### config.mk
export PLATFORM = sky130hd
export DESIGN_NAME = if_bus_fetch
export DESIGN_NICKNAME = d
export VERILOG_FILES = /design/src/rtl/if_bus_fetch.sv
export SDC_FILE = /design/constraint.sdc
export NUM_CORES = 1
export LEC_CHECK = 0
export CAP_MARGIN = 20
export CORE_AREA = 4 4 83 85
export CTS_CLUSTER_DIAMETER = 150
export DETAILED_ROUTE_END_ITERATION = 10
export DIE_AREA = 0 0 87 89
export GPL_TIMING_DRIVEN = 0
export PLACE_DENSITY = 0.79
export SYNTH_ARGS = -nofsm -noshare
export SYNTH_HDL_FRONTEND = slang
export SYNTH_SLANG_ARGS = --single-unit
### constraint.sdc
create_clock -name clk -period 1.6 [get_ports clk]
set_clock_uncertainty 0.05 [all_clocks]
set_input_delay 0.32 -clock clk [delete_from_list [all_inputs] [get_ports clk]]
set_output_delay 0.32 -clock clk [all_outputs]
set_load 0.02 [all_outputs]
### src/rtl/if_bus_fetch.sv
// ---------------------------------------------------------------------------
// if_bus_fetch
//
// Instruction-fetch bus master sitting directly upstream of the IF pipeline
// register. It runs one read transaction per instruction on the shared system
// bus. Each transaction is request/grant arbitration, then a one-cycle address
// strobe, then a data phase that ends on bus_rdy. The fetched word is returned
// on insn. busy is held high until the word is valid, and the pipeline
// controller ORs it into the IF stall.
//
// Optional feature: when the IF_FETCH_TIMEOUT_EN macro is defined, a wait
// counter abandons a data phase that has gone TIMEOUT_CYC cycles without
// bus_rdy. In that case fetch_err pulses and insn is loaded with NOP_WORD.
// Without the macro, fetch_err is tied low and the FSM waits indefinitely.
//
// Ports:
//   clk, rst        clock, synchronous active-high reset
//   pc              word address to fetch (sampled only when a fetch starts)
//   fetch_en        request a fetch of pc this cycle
//   flush           abandon the current fetch
//   insn            last fetched instruction (registered)
//   insn_vld        one-cycle pulse: insn updated with fetched data
//   busy            fetch in progress, IF stage must stall (combinational)
//   fetch_err       one-cycle timeout indication (optional feature)
//   bus_req         request to the bus arbiter
//   bus_grant       arbiter grant
//   bus_as          address strobe, one cycle per transaction
//   bus_addr        registered transaction address
//   bus_rw          read/write select, constant read (1)
//   bus_rdy         slave data ready
//   bus_rd_data     read data, valid while bus_rdy=1
// ---------------------------------------------------------------------------
module if_bus_fetch #(
  parameter int                 ADDR_W      = 30,
  parameter int                 DATA_W      = 32,
  parameter logic [DATA_W-1:0]  NOP_WORD    = 32'h0000_0000,
  parameter int                 TIMEOUT_CYC = 255
) (
  input  logic              clk,
  input  logic              rst,
  input  logic [ADDR_W-1:0] pc,
  input  logic              fetch_en,
  input  logic              flush,
  output logic [DATA_W-1:0] insn,
  output logic              insn_vld,
  output logic              busy,
  output logic              fetch_err,
  output logic              bus_req,
  input  logic              bus_grant,
  output logic              bus_as,
  output logic [ADDR_W-1:0] bus_addr,
  output logic              bus_rw,
  input  logic              bus_rdy,
  input  logic [DATA_W-1:0] bus_rd_data
);

  typedef enum logic [1:0] {
    S_IDLE    = 2'd0,
    S_REQ     = 2'd1,
    S_ACCESS  = 2'd2,
    S_DISCARD = 2'd3
  } state_t;

  state_t              state;
  state_t              state_nxt;
  logic                load_addr;
  logic [DATA_W-1:0]   insn_nxt;
  logic                insn_vld_nxt;
  logic                timeout;

  // A timeout threshold below 2 would fire before the data phase could end.
  if (TIMEOUT_CYC < 2) begin : g_timeout_range
    $error("if_bus_fetch: TIMEOUT_CYC must be at least 2");
  end

  assign bus_rw = 1'b1;

`ifdef IF_FETCH_TIMEOUT_EN
  localparam int CNT_W = ($clog2(TIMEOUT_CYC + 1) > 8) ? $clog2(TIMEOUT_CYC + 1) : 8;
  localparam logic [CNT_W-1:0] CNT_LAST = CNT_W'(TIMEOUT_CYC - 1);

  logic [CNT_W-1:0] wait_cnt;

  // The timeout fires in the wait cycle that would bring the count to
  // TIMEOUT_CYC. That lets the FSM leave on the same edge the count gets there.
  assign timeout = (wait_cnt == CNT_LAST);

  // Wait-state counter: cleared by the address strobe, advanced on every
  // data-phase cycle that has no bus_rdy.
  always_ff @(posedge clk) begin
    if (rst) begin
      wait_cnt <= {CNT_W{1'b0}};
    end else if (bus_as) begin
      wait_cnt <= {CNT_W{1'b0}};
    end else if (((state == S_ACCESS) || (state == S_DISCARD)) && !bus_rdy) begin
      wait_cnt <= wait_cnt + {{(CNT_W-1){1'b0}}, 1'b1};
    end else begin
      wait_cnt <= wait_cnt;
    end
  end
`else
  assign timeout = 1'b0;
`endif

  // Next-state and combinational outputs. bus_as and busy are decoded from the
  // current state so the strobe can go out in the same cycle the grant arrives.
  always_comb begin
    state_nxt    = state;
    load_addr    = 1'b0;
    insn_nxt     = insn;
    insn_vld_nxt = 1'b0;
    busy         = 1'b0;
    bus_as       = 1'b0;
    fetch_err    = 1'b0;
    case (state)
      S_IDLE: begin
        if (fetch_en && !flush) begin
          busy      = 1'b1;
          load_addr = 1'b1;
          state_nxt = S_REQ;
        end else begin
          state_nxt = S_IDLE;
        end
      end
      S_REQ: begin
        busy = 1'b1;
        if (flush) begin
          state_nxt = S_IDLE;
        end else if (bus_grant) begin
          bus_as    = 1'b1;
          state_nxt = S_ACCESS;
        end else begin
          state_nxt = S_REQ;
        end
      end
      S_ACCESS: begin
        if (bus_rdy) begin
          // busy drops here so the IF register advances on the edge that writes insn.
          busy         = 1'b0;
          state_nxt    = S_IDLE;
          insn_nxt     = flush ? NOP_WORD : bus_rd_data;
          insn_vld_nxt = !flush;
        end else if (timeout) begin
          fetch_err = 1'b1;
          state_nxt = S_IDLE;
          insn_nxt  = NOP_WORD;
        end else if (flush) begin
          // The bus cycle cannot be aborted, so wait it out in DISCARD.
          busy      = 1'b1;
          state_nxt = S_DISCARD;
        end else begin
          busy      = 1'b1;
          state_nxt = S_ACCESS;
        end
      end
      S_DISCARD: begin
        if (bus_rdy) begin
          busy      = 1'b1;
          state_nxt = S_IDLE;
          insn_nxt  = NOP_WORD;
        end else if (timeout) begin
          fetch_err = 1'b1;
          state_nxt = S_IDLE;
          insn_nxt  = NOP_WORD;
        end else begin
          busy      = 1'b1;
          state_nxt = S_DISCARD;
        end
      end
      default: begin
        state_nxt = S_IDLE;
      end
    endcase
  end

  // State and registered outputs. bus_req follows the next state, so it is high
  // for the whole life of a transaction and drops on the edge that returns to IDLE.
  always_ff @(posedge clk) begin
    if (rst) begin
      state    <= S_IDLE;
      insn     <= NOP_WORD;
      insn_vld <= 1'b0;
      bus_req  <= 1'b0;
      bus_addr <= {ADDR_W{1'b0}};
    end else begin
      state    <= state_nxt;
      insn     <= insn_nxt;
      insn_vld <= insn_vld_nxt;
      bus_req  <= (state_nxt != S_IDLE);
      if (load_addr) begin
        bus_addr <= pc;
      end else begin
        bus_addr <= bus_addr;
      end
    end
  end

endmodule

==> impl_metrics.toml, run 1 <==
[critical_path]
crit_type = "reg2out"
cp_max_fo = 6
crit-reg2reg-capture = "bus_addr[27]"
r2r_slack_ns = 0.02
r2r-start = "state[0]"
start_kind = "flop"
path_cells = "nor2b_4 > or3_4 > buf_6"
crit_path_end = "busy"
worstPathRequired_ns = 1.23
endpoint_kind = "output pin"
crit_start = "state[1]"
rr_worst_depth = 5
critPathArrivalTime_ns = 1.31
critPathMaxStageDelay_ns = 0.38
slowest_stage = "dfxtp_4"

[timing]
relSlewSlack_pct = 64.4
maxSlewViolCount = 0
fmax_ghz = 0.596
fin_setup_tns_ns = -0.0784
tightest_slew_ns = 0.535
rsz0062_at_grt = "true"
finalWorstSetupSlack_ns = -0.0784
final_hold_viol_count = 0
period_share_pct = 105
finalSetupViolCount = 1
fin_crit_ns = 1.68

[pwr]
vdd_drop_max_mv = 0.547
leakage_nw = 1.82
total_power_mw = 3.56
p_per_area_mw_per_mm2 = 907

[detailed_routing]
viasPerCell = 4.79
firstDrtPassIters = 4
wire_per_inst_um = 14.5
vias = 2212
drtIter0Drc = 51
ant_nets = 0
wl_um = 6710
drcViolationCount = 0

[die]
die_width_um = 87
initial_core_util_pct = 36.2
rows = 29
die_area_mm2 = 0.00774
ios = 136
die_h_um = 89
core_area_mm2 = 0.00620

[logic_synthesis]
ys_ff_latch = 66
seq_area_frac_synth_pct = 58.9
yosysWarnings = 0
synth_nets = 296
syn_inst = 228
syn_area_mm2 = 0.00224
synth_cell_type_count = 22
avgSynthCellArea_um2 = 9.84

[layout]
fin_area_mm2 = 0.00393
insertedDiodeCount = 0
utilization_pct = 63.3
drive_gt1_share_pct = 16.6
final_net_count = 448
area_delta_synth_final_pct = 75.2

[cts]
cts_hold_buffers = 0
clk_latency_ns = 0.32
cts.htree.levels = 3
cts_buffer_depth = 2
numCtsBuffers = 9
cts_tree = "yes"
clock_sinks = 66
cts_root_buffer = "clkbuf_8"
path_clk_slew_ns = 0.07

[global_route]
track_usage_pct = 17.1
gr-total-overflow = 0
grt_max_degree = 13
grt_pass1_vias = 2203
antenna_found_initial = 0
grt_pass1_wl_um = 10400

[placed_design]
port_buffers = 132
gp_congestion = 0.726
place_area_mm2 = 0.00366
post-place-ws_ns = -0.871
post-dp-hpwl_um = 4890

[run]
cap_violations = 0

[worst_hold_path]
hold_path_class = "in2reg"

[run_status]
run_status = "finished with violations"
failed_checks = "setup timing"
worst min path at each step:
| stage | endpoint | cells past startpoint | start | slack, ns |
|---|---|---|---|---|
| CTS | bus_addr[1] | 2 | rst | 0.37 |
| floorplan | insn[21] | 1 | bus_rd_data[21] | 0.40 |
| global placement | bus_addr[12] | 2 | bus_addr[12] | 0.39 |
| finish | bus_addr[29] | 2 | rst | 0.38 |
| global route | bus_addr[17] | 2 | bus_addr[17] | 0.43 |
| detailed placement | bus_addr[12] | 2 | bus_addr[12] | 0.40 |
synthesized netlist by cell type, drive strengths merged:
cell type  instances  share of area (%)
or4b               2                1.1
a31oi              1               0.28
nor4b              1                1.1
nor2b              1               0.28
nor2               3               0.50
buf               12                3.7
or2                1               0.28
clkbuf             6                1.0
conb               2               0.33
a21oi             35                7.8
nor4               1               0.95
dfxtp             66                 59
nor3               1               0.22
and3               1               0.28
a22o              31                 12
nand2             62                 11
or3                1               0.28
o21ai              1               0.22
per-layer routing:
metal / routed length (um) / global-route usage [%] / up-vias
met5: 0 / 0 / -
met4: 47 / 6.37 / 0
met3: 677 / 6.64 / 6
met2: 3240 / 27.9 / 95
met1: 2750 / 20.4 / 1025
li1: - / - / 1086
through the flow:
stage,cells,hold WS [ns]
4_1_cts,456,0.372
6_report,462,0.382
5_1_grt,462,0.430
3_3_place_gp,437,0.392
3_5_place_dp,437,0.397
2_1_floorplan,228,0.403
flip-flops by register name (all words and copies together) (netlist names):
| name | count |
|---|---|
| insn | 32 |
| bus_addr | 30 |
| insn_vld | 1 |
| bus_req | 1 |
| state | 2 |
repair_timing:
item / in CTS / in global routing
gates resized for setup: 86 / 19
buffers inserted: 3 / 3
cloned: 0 / 3
pin swaps: 2 / 5
endpoints found under the setup margin: 96 / 22
where the power goes:
part	total, mW	internal (mW)	switching, mW	leakage (nW)
logic	0.461	0.256	0.205	1.18
registers	1.70	1.68	0.0231	0.537
clock network	1.40	0.764	0.633	0.103
placed cells by master, fill, tap and decap left out, types with 5 or more instances in the layout:
| master | netlist | final |
|---|---|---|
| clkbuf_1 | 6 | 5 |
| buf_4 | 2 | 8 |
| dfxtp_1 | 66 | 64 |
| a21oi_1 | 35 | 31 |
| a22o_1 | 31 | 31 |
| dlygate4sd2_1 | 0 | 66 |
| buf_2 | 7 | 9 |
| nand2_1 | 61 | 52 |
| clkbuf_8 | 0 | 10 |
| nand2_2 | 0 | 9 |
| clkdlybuf4s50_1 | 0 | 63 |
final cells by class:
type | instances | area, um^2
Tap cell | 77 | 96.3
Clock buffer | 10 | 138
Buffer | 18 | 111
Sequential cell | 66 | 1330
Clock inverter | 6 | 65.1
Multi-Input combinational cell | 144 | 868
Fill cell | 560 | 2270
Timing Repair Buffer | 141 | 1320
cell families after synthesis:
group | synth area share, %
compound gates | 20.4
other cells | 0.335
buf+inv | 4.74
flops | 58.9
simple gates | 15.6
worst max-delay path: cells and delay by family, from the launching register on:
family | cells | cell delay, ns
AND/OR/NAND/NOR | 2 | 0.47
flip-flops | 1 | 0.38
buffers and inverters | 1 | 0.14
No activity file was read; power rests on OpenSTA's default activity.
==> run 2: changes to the inputs <==
Settings changed: REMOVE_ABC_BUFFERS set to 1.
==> impl_metrics.toml, run 2 (synthesized netlist as in run 1, its figures left out) <==
[run_status]
run_status = "finished with violations"
failed_checks = "setup timing"

[worst_hold_path]
hold_depth = 2
hold_path_class = "reg2reg"

[critical_path]
endpoint_kind = "output pin"
worst-path-buf-inv = 1
cp_top_family = "simple AND/OR/NAND/NOR gates"
path_cells = "nor2b_4 > or3_1 > buf_6"
worstPathRequired_ns = 1.23
critPathArrivalTime_ns = 1.32
cp_max_fo = 6
crit_type = "reg2out"
slowest_stage = "dfxtp_4"
critPathMaxStageDelay_ns = 0.37
r2r_slack_ns = 0.09
rr_worst_depth = 3
worstSetupPathDepth = 3
start_kind = "flop"

[timing]
maxSlewViolCount = 0
finalSetupViolCount = 1
fmax_ghz = 0.592
tightest_slew_ns = 0.882
relSlewSlack_pct = 41.2
rsz0062_at_grt = "true"
fin_setup_tns_ns = -0.0896
finalWorstSetupSlack_ns = -0.0896
fin_crit_ns = 1.69
period_share_pct = 106
final_hold_viol_count = 0

[layout]
regMostFlops = "insn"
utilization_pct = 63.0
final_common_cell = "dlygate4sd2_1"
final_net_count = 436
insertedDiodeCount = 0
layout_common_cells = "dlygate4sd2_1, dfxtp_1, clkdlybuf4s50_1"
reg_top3 = "insn x32, bus_addr x30, state x2"
largest_reg_flops = 32
fin_area_mm2 = 0.00391
area_delta_synth_final_pct = 74.1
nFillCells = 559
drive_gt1_share_pct = 11.5

[pwr]
power_frac_comb_pct = 12.2
leakage_nw = 1.79
pwr-share-clk_pct = 41.3
p_switching_uw = 851
vdd_drop_max_mv = 0.536
p_int_mw = 2.81
p_per_area_mw_per_mm2 = 937
power_frac_seq_pct = 46.5
swShare_pct = 23.3

[detailed_routing]
wl_um = 6780
drcViolationCount = 0
vias = 2167
firstDrtPassIters = 4
wire_per_inst_um = 15.1
viasPerCell = 4.82
ant_nets = 0
drtIter0Drc = 32

[cts]
cts.htree.levels = 3
cts_hold_buffers = 0
cts_tree = "yes"
numCtsBuffers = 9
path_clk_slew_ns = 0.08
clk_latency_ns = 0.33
cts_root_buffer = "clkbuf_8"
clock_sinks = 66
cts_buffer_depth = 2

[die]
die_width_um = 87
initial_core_util_pct = 36.2
die_area_mm2 = 0.00774
rows = 29
core_area_mm2 = 0.00620
die_h_um = 89
ios = 136

[placed_design]
place_area_mm2 = 0.00363
post-dp-hpwl_um = 4830
post-place-ws_ns = -1.21
port_buffers = 133
gp_congestion = 0.690

[run]
cap_violations = 0

[global_route]
grt_pass1_vias = 2215
antenna_found_initial = 0
grt_pass1_wl_um = 10400
gr-total-overflow = 0
track_usage_pct = 17.6
grt_max_degree = 31
## run 2: worst paths after layout
check / startpoint / endpoint
worst max-delay path: state[1] / busy
worst min-delay path: bus_addr[25] / bus_addr[25]
worst max register to register: state[0] / bus_addr[24]
worst min register to register: bus_addr[25] / bus_addr[25]
## run 2: power groups by stage
stage	clock [mW]	combinational (mW)	sequential, mW
finish	1.51	0.445	1.70
global route	1.64	0.479	1.71
CTS	1.57	0.441	1.70
detailed placement	0	0.453	1.74
global placement	0	0.430	1.74
floorplan	0	0.0942	1.79
## run 2: per-layer routing
layer  up-vias  part of all wire [%]  track usage, %
li1       1067                     -               -
met4         0                   1.4            9.07
met3        11                    15            10.3
met2       110                    46            28.2
met1       979                    37            18.3
met5         -                     0               0
## run 2: what timing repair did
item,in CTS,in global routing
setup buffers,7,2
pin swaps,3,1
endpoints found under the setup margin,129,14
gates resized for setup,89,2
gates cloned,1,0
## run 2: per-stage QoR
stage,hold slack [ns],power [mW],cells
3_3_place_gp,0.391,2.17,420
2_1_floorplan,0.339,1.89,210
6_report,0.401,3.66,450
5_1_grt,0.424,3.82,450
3_5_place_dp,0.396,2.20,424
4_1_cts,0.403,3.71,448
## run 2: final cells by class
class                   instances  area (um^2)  share of cell area, %
clock inverters                 6         91.3                   2.34
clock buffers                  10          128                   3.27
multi-input cells             145          861                   22.0
well taps                      77         96.3                   2.47
flip-flops and latches         66         1330                   34.0
repair buffers                146         1400                   35.9
## run 2: worst min-delay path, delay by kind of cell, from the launching register on
family	cells	cell delay (ns)
AOI/OAI and AO/OA	1	0.05
DFF	1	0.31
and+or+nand+nor	1	0.05
==> variant (flow settings as in run 2) <==
Add a define of `IF_FETCH_TIMEOUT_EN`.
--- a/src/rtl/if_bus_fetch.sv
+++ b/src/rtl/if_bus_fetch.sv
@@ -32,2 +32,4 @@
 // ---------------------------------------------------------------------------
+`define IF_FETCH_TIMEOUT_EN
+
 module if_bus_fetch #(
Check against the original RTL: same outputs for any inputs over 10 cycles, from zero or initial values and one cycle with rst high; that may be too few to reach the edited logic, so the function may still have changed.
==> variant against run 2 <==
The flow still finishes with violations (setup timing). Synthesized area is 47% higher. Combinational power is 19% higher. Sequential cell count rose by 8. Count of clock-buffer cells in the layout rose by 2. Wire length up 52%. Cell area is 31% higher. Total power increased by 10%. Setup slack worse by 170 ps. Critical path type unchanged.
==> variant: results (changes against run 2) <==
stage,metric,value,unit,change
synthesis,Synth Area in Adders,0.00760,,+0.00760
final_layout,layout cell share with drive strength beyond 1,0.149,,+0.0339
detailed_routing,via density per instance,5.65,,+17%
placement,DP Wirelength,6110,um,+26%
run_status,status,"complete, but fails checks",,
setup_path,R2R depth,5,,+2
detailed_routing,DRT iter0 DRCs,127,,+300%
sta,setup violators final,35,,+34
synthesis,Commonest cells post-synth,"dfxtp_1, nand2_1, inv_1",,
power,VDD IR-drop max,0.000838,V,+56%
synthesis,largest cells by area after synthesis,"dfxtp_1, o41ai_1, nor3b_1, nand2_1, a31oi_1",,
sta,final worst setup slack,-259,ps,-169 ps
synthesis,XOR/XNOR Fraction of Synth Area,0.00532,,+0.00532
placement,GPL Wtd Cong,0.785,,+14%
synthesis,Compound-Gate Fraction of Synth Area,0.226,,+0.0221
placement,placed cell count,564,,+33%
global_routing,all-layer global routing usage,0.251,,+0.0746
global_routing,vias in the first global route,3224,,+46%
sta,Setup TNS,-3250,ps,-3160 ps
setup_path,reg-to-reg setup timing slack,-110,ps,-200 ps
sta,worst-margin pin slew,746,ps,-137 ps
placement,port bufs,134,,+0.75%
run_status,failing checks,setup timing,,
final_layout,fin nets,581,,+33%
final_layout,"non-filler cells, final",593,,+32%
power,Leak,2.11,nW,+18%
==> variant: cell types whose count changed after synthesis, moves of 8 or more <==
cell / change
a22o_1: -31
a31oi_1: +31
clkbuf_1: +11
dfxtp_1: +8
inv_1: +37
nor3b_1: +32
o41ai_1: +32
==> variant: layer usage <==
metal,up-vias,global-route usage,wire length (um)
li1,1623,-,-
met1,1582,0.291,4070
met2,126,0.425,5140
met3,18,0.0940,892
met4,0,0.0878,217
met5,-,0,0
==> variant: cell families after synthesis <==
kind of cell               after synthesis
and+or+nand+nor                        120
AOI/OAI and AO/OA                      111
buffers and inverters                   76
DFF                                     74
xor gates and xnor gates                 2
adders and majority gates                2
other                                    1
==> variant: final cells by class <==
cell class / instances / area [um2]
Fill cell: 385 / 1070
Sequential cell: 74 / 1490
Clock buffer: 12 / 135
Inverter: 37 / 139
Multi-Input combinational cell: 236 / 1670
Tap cell: 77 / 96.3
Timing Repair Buffer: 153 / 1530
Clock inverter: 4 / 76.3
==> variant: worst paths after layout <==
kind,end,startpoint
setup / recovery,busy,state[1]
hold / removal,bus_addr[15],bus_addr[15]
setup reg to reg,bus_addr[23],state[1]
hold reg to reg,bus_addr[15],bus_addr[15]
==> variant: metrics by stage <==
step | hold WS, ps | area [um2] | setup WS (ps) | power (mW)
2_1_floorplan | 339 | 3110 | -1690 | 2.11
3_3_place_gp | 391 | 4550 | -4490 | 2.45
3_5_place_dp | 396 | 4670 | -1490 | 2.47
4_1_cts | 404 | 4940 | -285 | 4.02
5_1_grt | 429 | 5130 | -305 | 4.17
6_report | 403 | 5130 | -259 | 4.04
==> variant: timing repair <==
item | CTS | global route
buffers inserted | 8 | 4
endpoints found under the setup margin | 140 | 52
pin swaps | 5 | 10
resized for setup | 97 | 26
cloned | 1 | 1
==> variant: power breakdown <==
part	total [mW]	switching [mW]	internal [mW]	leakage, nW
Sequential	1.91	0.0267	1.88	0.602
Clock	1.60	0.713	0.883	0.101
Combinational	0.529	0.263	0.265	1.40
Total	4.04	1.00	3.03	2.11
==> variant: worst max-delay path: stages (launching register included) <==
cell	delay [ps]
dfxtp_4	370
buf_12	180
nor2b_4	220
nor3_2	70
a21oi_2	140
buf_6	140
